**src/rtl/fp_align_seq.sv**
```systemverilog
// Sequential FP32 operand aligner: swaps by magnitude, then right-shifts the smaller mantissa with sticky.
// Optional FP_ALIGN_BARREL_EN collapses the 4-bit-per-cycle shifter into a single-cycle barrel shift.
module fp_align_seq (
    input  logic        clk_i,
    input  logic        rst_ni,
    input  logic [31:0] a_i,
    input  logic [31:0] b_i,
    input  logic        in_valid_i,
    output logic        in_ready_o,
    input  logic        flush_i,
    output logic        out_valid_o,
    input  logic        out_ready_i,
    output logic [26:0] mant_large_o,
    output logic [26:0] mant_small_o,
    output logic [7:0]  exp_o,
    output logic        sign_large_o,
    output logic        sign_small_o,
    output logic        swap_o,
    output logic        equal_o
);
    typedef enum logic [1:0] {IDLE, ALIGN, DONE} state_t;

    state_t      state;
    logic [4:0]  remaining;

    logic        a_ge_b;
    logic [31:0] op_big, op_lit;
    logic [7:0]  diff;
    logic [26:0] m_big, m_lit;

    always_comb begin
        a_ge_b = a_i[30:0] >= b_i[30:0];
        op_big = a_ge_b ? a_i : b_i;
        op_lit = a_ge_b ? b_i : a_i;
        diff   = op_big[30:23] - op_lit[30:23];
        m_big  = {|op_big[30:23], op_big[22:0], 3'b000};
        m_lit  = {|op_lit[30:23], op_lit[22:0], 3'b000};
    end

    logic [4:0]  shift_amt;
    logic [26:0] low_mask;
    logic        sticky;
    logic [26:0] shifted;

    always_comb begin
`ifdef FP_ALIGN_BARREL_EN
        shift_amt = remaining;
`else
        shift_amt = (remaining > 5'd4) ? 5'd4 : remaining;
`endif
        low_mask = (27'd1 << shift_amt) - 27'd1;
        sticky   = |(mant_small_o & low_mask);
        // Bit 0 already holds earlier sticky, so folding it in again keeps the OR cumulative.
        shifted  = (mant_small_o >> shift_amt) | {26'b0, sticky};
    end

    assign in_ready_o  = (state == IDLE);
    assign out_valid_o = (state == DONE);

    always_ff @(posedge clk_i or negedge rst_ni) begin
        if (!rst_ni) begin
            state        <= IDLE;
            remaining    <= '0;
            mant_large_o <= '0;
            mant_small_o <= '0;
            exp_o        <= '0;
            sign_large_o <= 1'b0;
            sign_small_o <= 1'b0;
            swap_o       <= 1'b0;
            equal_o      <= 1'b0;
        end else if (flush_i) begin
            state <= IDLE;
        end else begin
            case (state)
                IDLE: if (in_valid_i) begin
                    mant_large_o <= m_big;
                    exp_o        <= op_big[30:23];
                    sign_large_o <= op_big[31];
                    sign_small_o <= op_lit[31];
                    swap_o       <= ~a_ge_b;
                    equal_o      <= (a_i[30:0] == b_i[30:0]);
                    remaining    <= diff[4:0];
                    if (diff == 8'd0) begin
                        mant_small_o <= m_lit;
                        state        <= DONE;
                    end else if (diff >= 8'd27) begin
                        mant_small_o <= {26'b0, |m_lit};
                        state        <= DONE;
                    end else begin
                        mant_small_o <= m_lit;
                        state        <= ALIGN;
                    end
                end
                ALIGN: begin
                    mant_small_o <= shifted;
                    remaining    <= remaining - shift_amt;
                    if (remaining == shift_amt) state <= DONE;
                end
                DONE: if (out_ready_i) state <= IDLE;
                default: state <= IDLE;
            endcase
        end
    end
endmodule

```
**config.mk**
```make
export PLATFORM = sky130hd
export DESIGN_NAME = fp_align_seq
export DESIGN_NICKNAME = d
export VERILOG_FILES = /design/src/rtl/fp_align_seq.sv
export SDC_FILE = /design/constraint.sdc
export NUM_CORES = 1
export LEC_CHECK = 0
export BUFFER_PORTS_ARGS = -buffer_cell sky130_fd_sc_hd__buf_2
export CORE_MARGIN = 2
export CORE_UTILIZATION = 25
export DETAILED_ROUTE_END_ITERATION = 10
export GPL_ROUTABILITY_DRIVEN = 0
export GPL_TIMING_DRIVEN = 0
export PLACE_DENSITY = 0.45
export SLEW_MARGIN = 40
export SYNTH_ARGS = -nofsm -noshare
export SYNTH_HDL_FRONTEND = slang
export SYNTH_SLANG_ARGS = --single-unit
```
**constraint.sdc**
```tcl
create_clock -name clk_i -period 5.1 [get_ports clk_i]
set_clock_uncertainty 0.2 [all_clocks]
set_input_delay 0.765 -clock clk_i [delete_from_list [all_inputs] [get_ports clk_i]]
set_output_delay 0.765 -clock clk_i [all_outputs]
set_load 0.1 [all_outputs]
```
==> impl_results.md <==
* Async SR Flop Fraction at 100.0%
* # DRC at 0
* DR WL/cell at 18.90 um
* Synth-to-Final Area Change at 28.81%
* Final core utilization at 32.72%
* Mapped cell area at 5962 um^2
* Clock root buffer: clkbuf_16
* Most frequent cells in the layout: 134 x buf_2, 103 x nand2_1, 88 x a21oi_1, 82 x nor2_1, 70 x dfrtp_1
* DRT iter0 DRCs at 397
* Cells after Synth at just under 800
* Cts bufs inserted at 9
* Synth area leaders: dfrtp_1 29%, a21oi_1 7.6%, ha_1 7.1%
* Status: complete, no violations
* Fillers at 2553
* Finished Cell Area at 7680 um^2
* Share of the synthesized area in the top cell type at 29.38%
* Worst slew margin relative to its limit at 47.99%
* TritonCTS clock tree: built
* Final setup violation count at 0
* Cell taking the most area after synthesis: dfrtp_1
* Least-Margin Pin Slew at roughly 0.78 ns
* Post-Syn Area per Cell at 7.673 um^2
* DIE AREA at 25100 um^2
* Final count of hold timing violations at 0
* RSZ-0062 raised after global routing: false
* Crit share post-route at ~93%
* Register area share after synthesis at 29.38%
* Inserted Diodes at 0
* Multi-input gate area at around 4000 um^2
* Critical path arrival at between 4 and 5 ns
* Longest Clk Path Bufs at 2
* Prevailing post-synth register cell: dfrtp_1
* PD cells at just under 500 nW/um^2
* Peak supply drop at about 0.29 mV
* Met1 WL at 11.53 mm
* Uppermost layer routed: met4
* Port Buffers at 133
* Max-slew violation count at 0
* Skew-Pair Late Insertion Delay at 0.35 ns
* Nets@finish at between 1000 and 1500
* Setup CP Type: primary input to flip-flop
* Synth unique cells at around 70
* Layout cell share with drive strength beyond 1 at a little under a quarter
* Overflow after GRT at 0
* Post-synthesis register bit count at 70
* Post-layout minimum cycle time at 4.760 ns
* Worst hold path class: primary input to async pin
* Routed Antenna Nets at 0
* Drt pass-1 iters at 5
* CTS sink cnt at 70
* Vias/cell at 5.166
* Total negative slack at 0 ns
* Ys Warns at 0
* Initial antenna violation count at 0
* Crit path launch type: primary input
* First-pass GRT wire length at 36.60 mm
* Hold_buf cts at 0
* Largest net degree at the start of global routing at 55
* Clk slew on worst S/H paths at 0.07 ns
* F_max at 0.2101 GHz
* Inst Count DP at 1232
* Non-filler cells, final at 1263
* WP data required at 5.13 ns
* WHS at 0.04157 ns
* WL met2 at between 10 and 15 mm
* GRT Total Usage at about a fifth
* Max-cap violations at 0
* H-tree lvl count at 3
* Die height at 158.4 um
* Starting Density at about 25%
* Vias in the first global route at 6271
* WL final at ~24 mm
* Vias post-DR at 6525
* Routed wl met3 at 1.488 mm
* Post-DP Area at roughly 7100 um^2
* EDFF count, synth at 0
* I/O pins at 137
* DP Wirelength at between 15 and 20 mm
* Leakage at 3.381 nW
* Core area at 23470 um^2
* Row cnt at 56
* Most common cell after layout, fill and taps aside: buf_2
* FF+latch area at around 1800 um^2
* Critical Path Sink Type: flip-flop
* Die width at ~160 um
* Critical path fanouts, max at 19
state kept, by name, indices dropped and copies added (netlist names):
name / cells
mant_small_o: 27
sign_large_o: 1
state: 2
mant_large_o: 24
remaining: 5
exp_o: 8
swap_o: 1
equal_o: 1
sign_small_o: 1
kinds of logic (layout without fill, tap and decap cells):
kind of cell	after synthesis	in the layout	synth area share, %
buffers and inverters	92	257	6.569
AO/OA/AOI/OAI	251	251	27.98
adder cells (fa/ha/maj)	34	34	7.135
AND/OR/NAND/NOR	292	292	22.77
flip-flops	70	70	29.38
multiplexers	34	34	5.750
other	2	4	0.1260
XOR/XNOR	2	2	0.2939
routing by layer:
metal | vias up | global-route usage (%)
met5 | - | 0
met4 | 0 | 3.647
met3 | 19 | 3.185
met2 | 213 | 29.73
met1 | 3119 | 27.71
li1 | 3174 | -
path summary, 6_finish.rpt:
| kind | slack (ns) | start | cells past startpoint | end |
|---|---|---|---|---|
| worst min-delay path | 0.04 | rst_ni | 1 | mant_small_o[6]$_DFFE_PN0P_ |
| min in group clk_i | 0.28 | exp_o[3]$_DFFE_PN0P_ | 2 | exp_o[3]$_DFFE_PN0P_ |
| worst max-delay path | 0.34 | b_i[22] | 26 | mant_small_o[8]$_DFFE_PN0P_ |
| max in group asynchronous | 4.11 | rst_ni | 2 | mant_large_o[3]$_DFFE_PN0P_ |
| worst min register to register | 0.28 | exp_o[3]$_DFFE_PN0P_ | 2 | exp_o[3]$_DFFE_PN0P_ |
| worst max register to register | 1.67 | remaining[2]$_DFFE_PN0P_ | 12 | remaining[4]$_DFFE_PN0P_ |
cell usage after synthesis (all sizes together), types with 4 or more instances:
master and instances:
o21ai 61, a2111oi 5, a221o 12, nor4 19, nor2 86, nand2b 7
nand4 8, a31oi 4, a21oi 93, buf 17, nor3 18, o211ai 5
ha 34, nor2b 7, dfrtp 70, mux2i 32, a221oi 12, a211oi 11
inv 40, or3 6, nand2 105, o22ai 5, clkbuf 35, a21o 6
nand3b 4, nand3 15, and2 5, o32a 6, o22a 4
per-stage QoR:
stage	setup WS, ns	power, mW
6_report	0.3397	3.719
3_3_place_gp	-1.264	3.021
5_1_grt	0.1034	3.902
2_1_floorplan	0.01669	2.525
4_1_cts	0.01636	3.671
3_5_place_dp	-1.253	3.026
power breakdown:
part	switching [mW]	internal, mW
clock	0.282	0.332
sequential	0.152	0.707
combinational	1.76	0.485
total	2.19	1.52
critical path: stages:
cell	delay, ns
buf_2	0.11
inv_1	0.07
ha_1	0.32
a21oi_2	0.16
nand2_1	0.07
o311a_1	0.40
or2_1	0.26
buf_6	0.14
nor2_4	0.13
buf_8	0.20
nor2_4	0.05
a21oi_2	0.13
ha_2	0.22
nand2_2	0.07
nand3_1	0.09
a21o_1	0.16
buf_4	0.13
nor2_1	0.03
o21ai_0	0.06
o211ai_1	0.11
buf_4	0.16
nor4_4	0.22
buf_4	0.22
buf_8	0.12
nor2_2	0.06
a221o_1	0.31
area by class of cell:
class	count	share of cell area (%)
well taps	319	5.197
clock buffers	10	2.981
inverters	40	1.955
multi-input cells	617	52.09
plain buffers	51	3.421
repair buffers	150	10.93
clock inverters	6	0.6191
flip-flops and latches	70	22.81
what timing repair did:
item,CTS,global route
gates cloned,0,3
setup endpoints to repair,28,27
setup buffers,5,9
hold endpoints to repair,0,0
resized for setup,14,33
pin swaps,5,13
No activity file was read; power rests on OpenSTA's default activity.
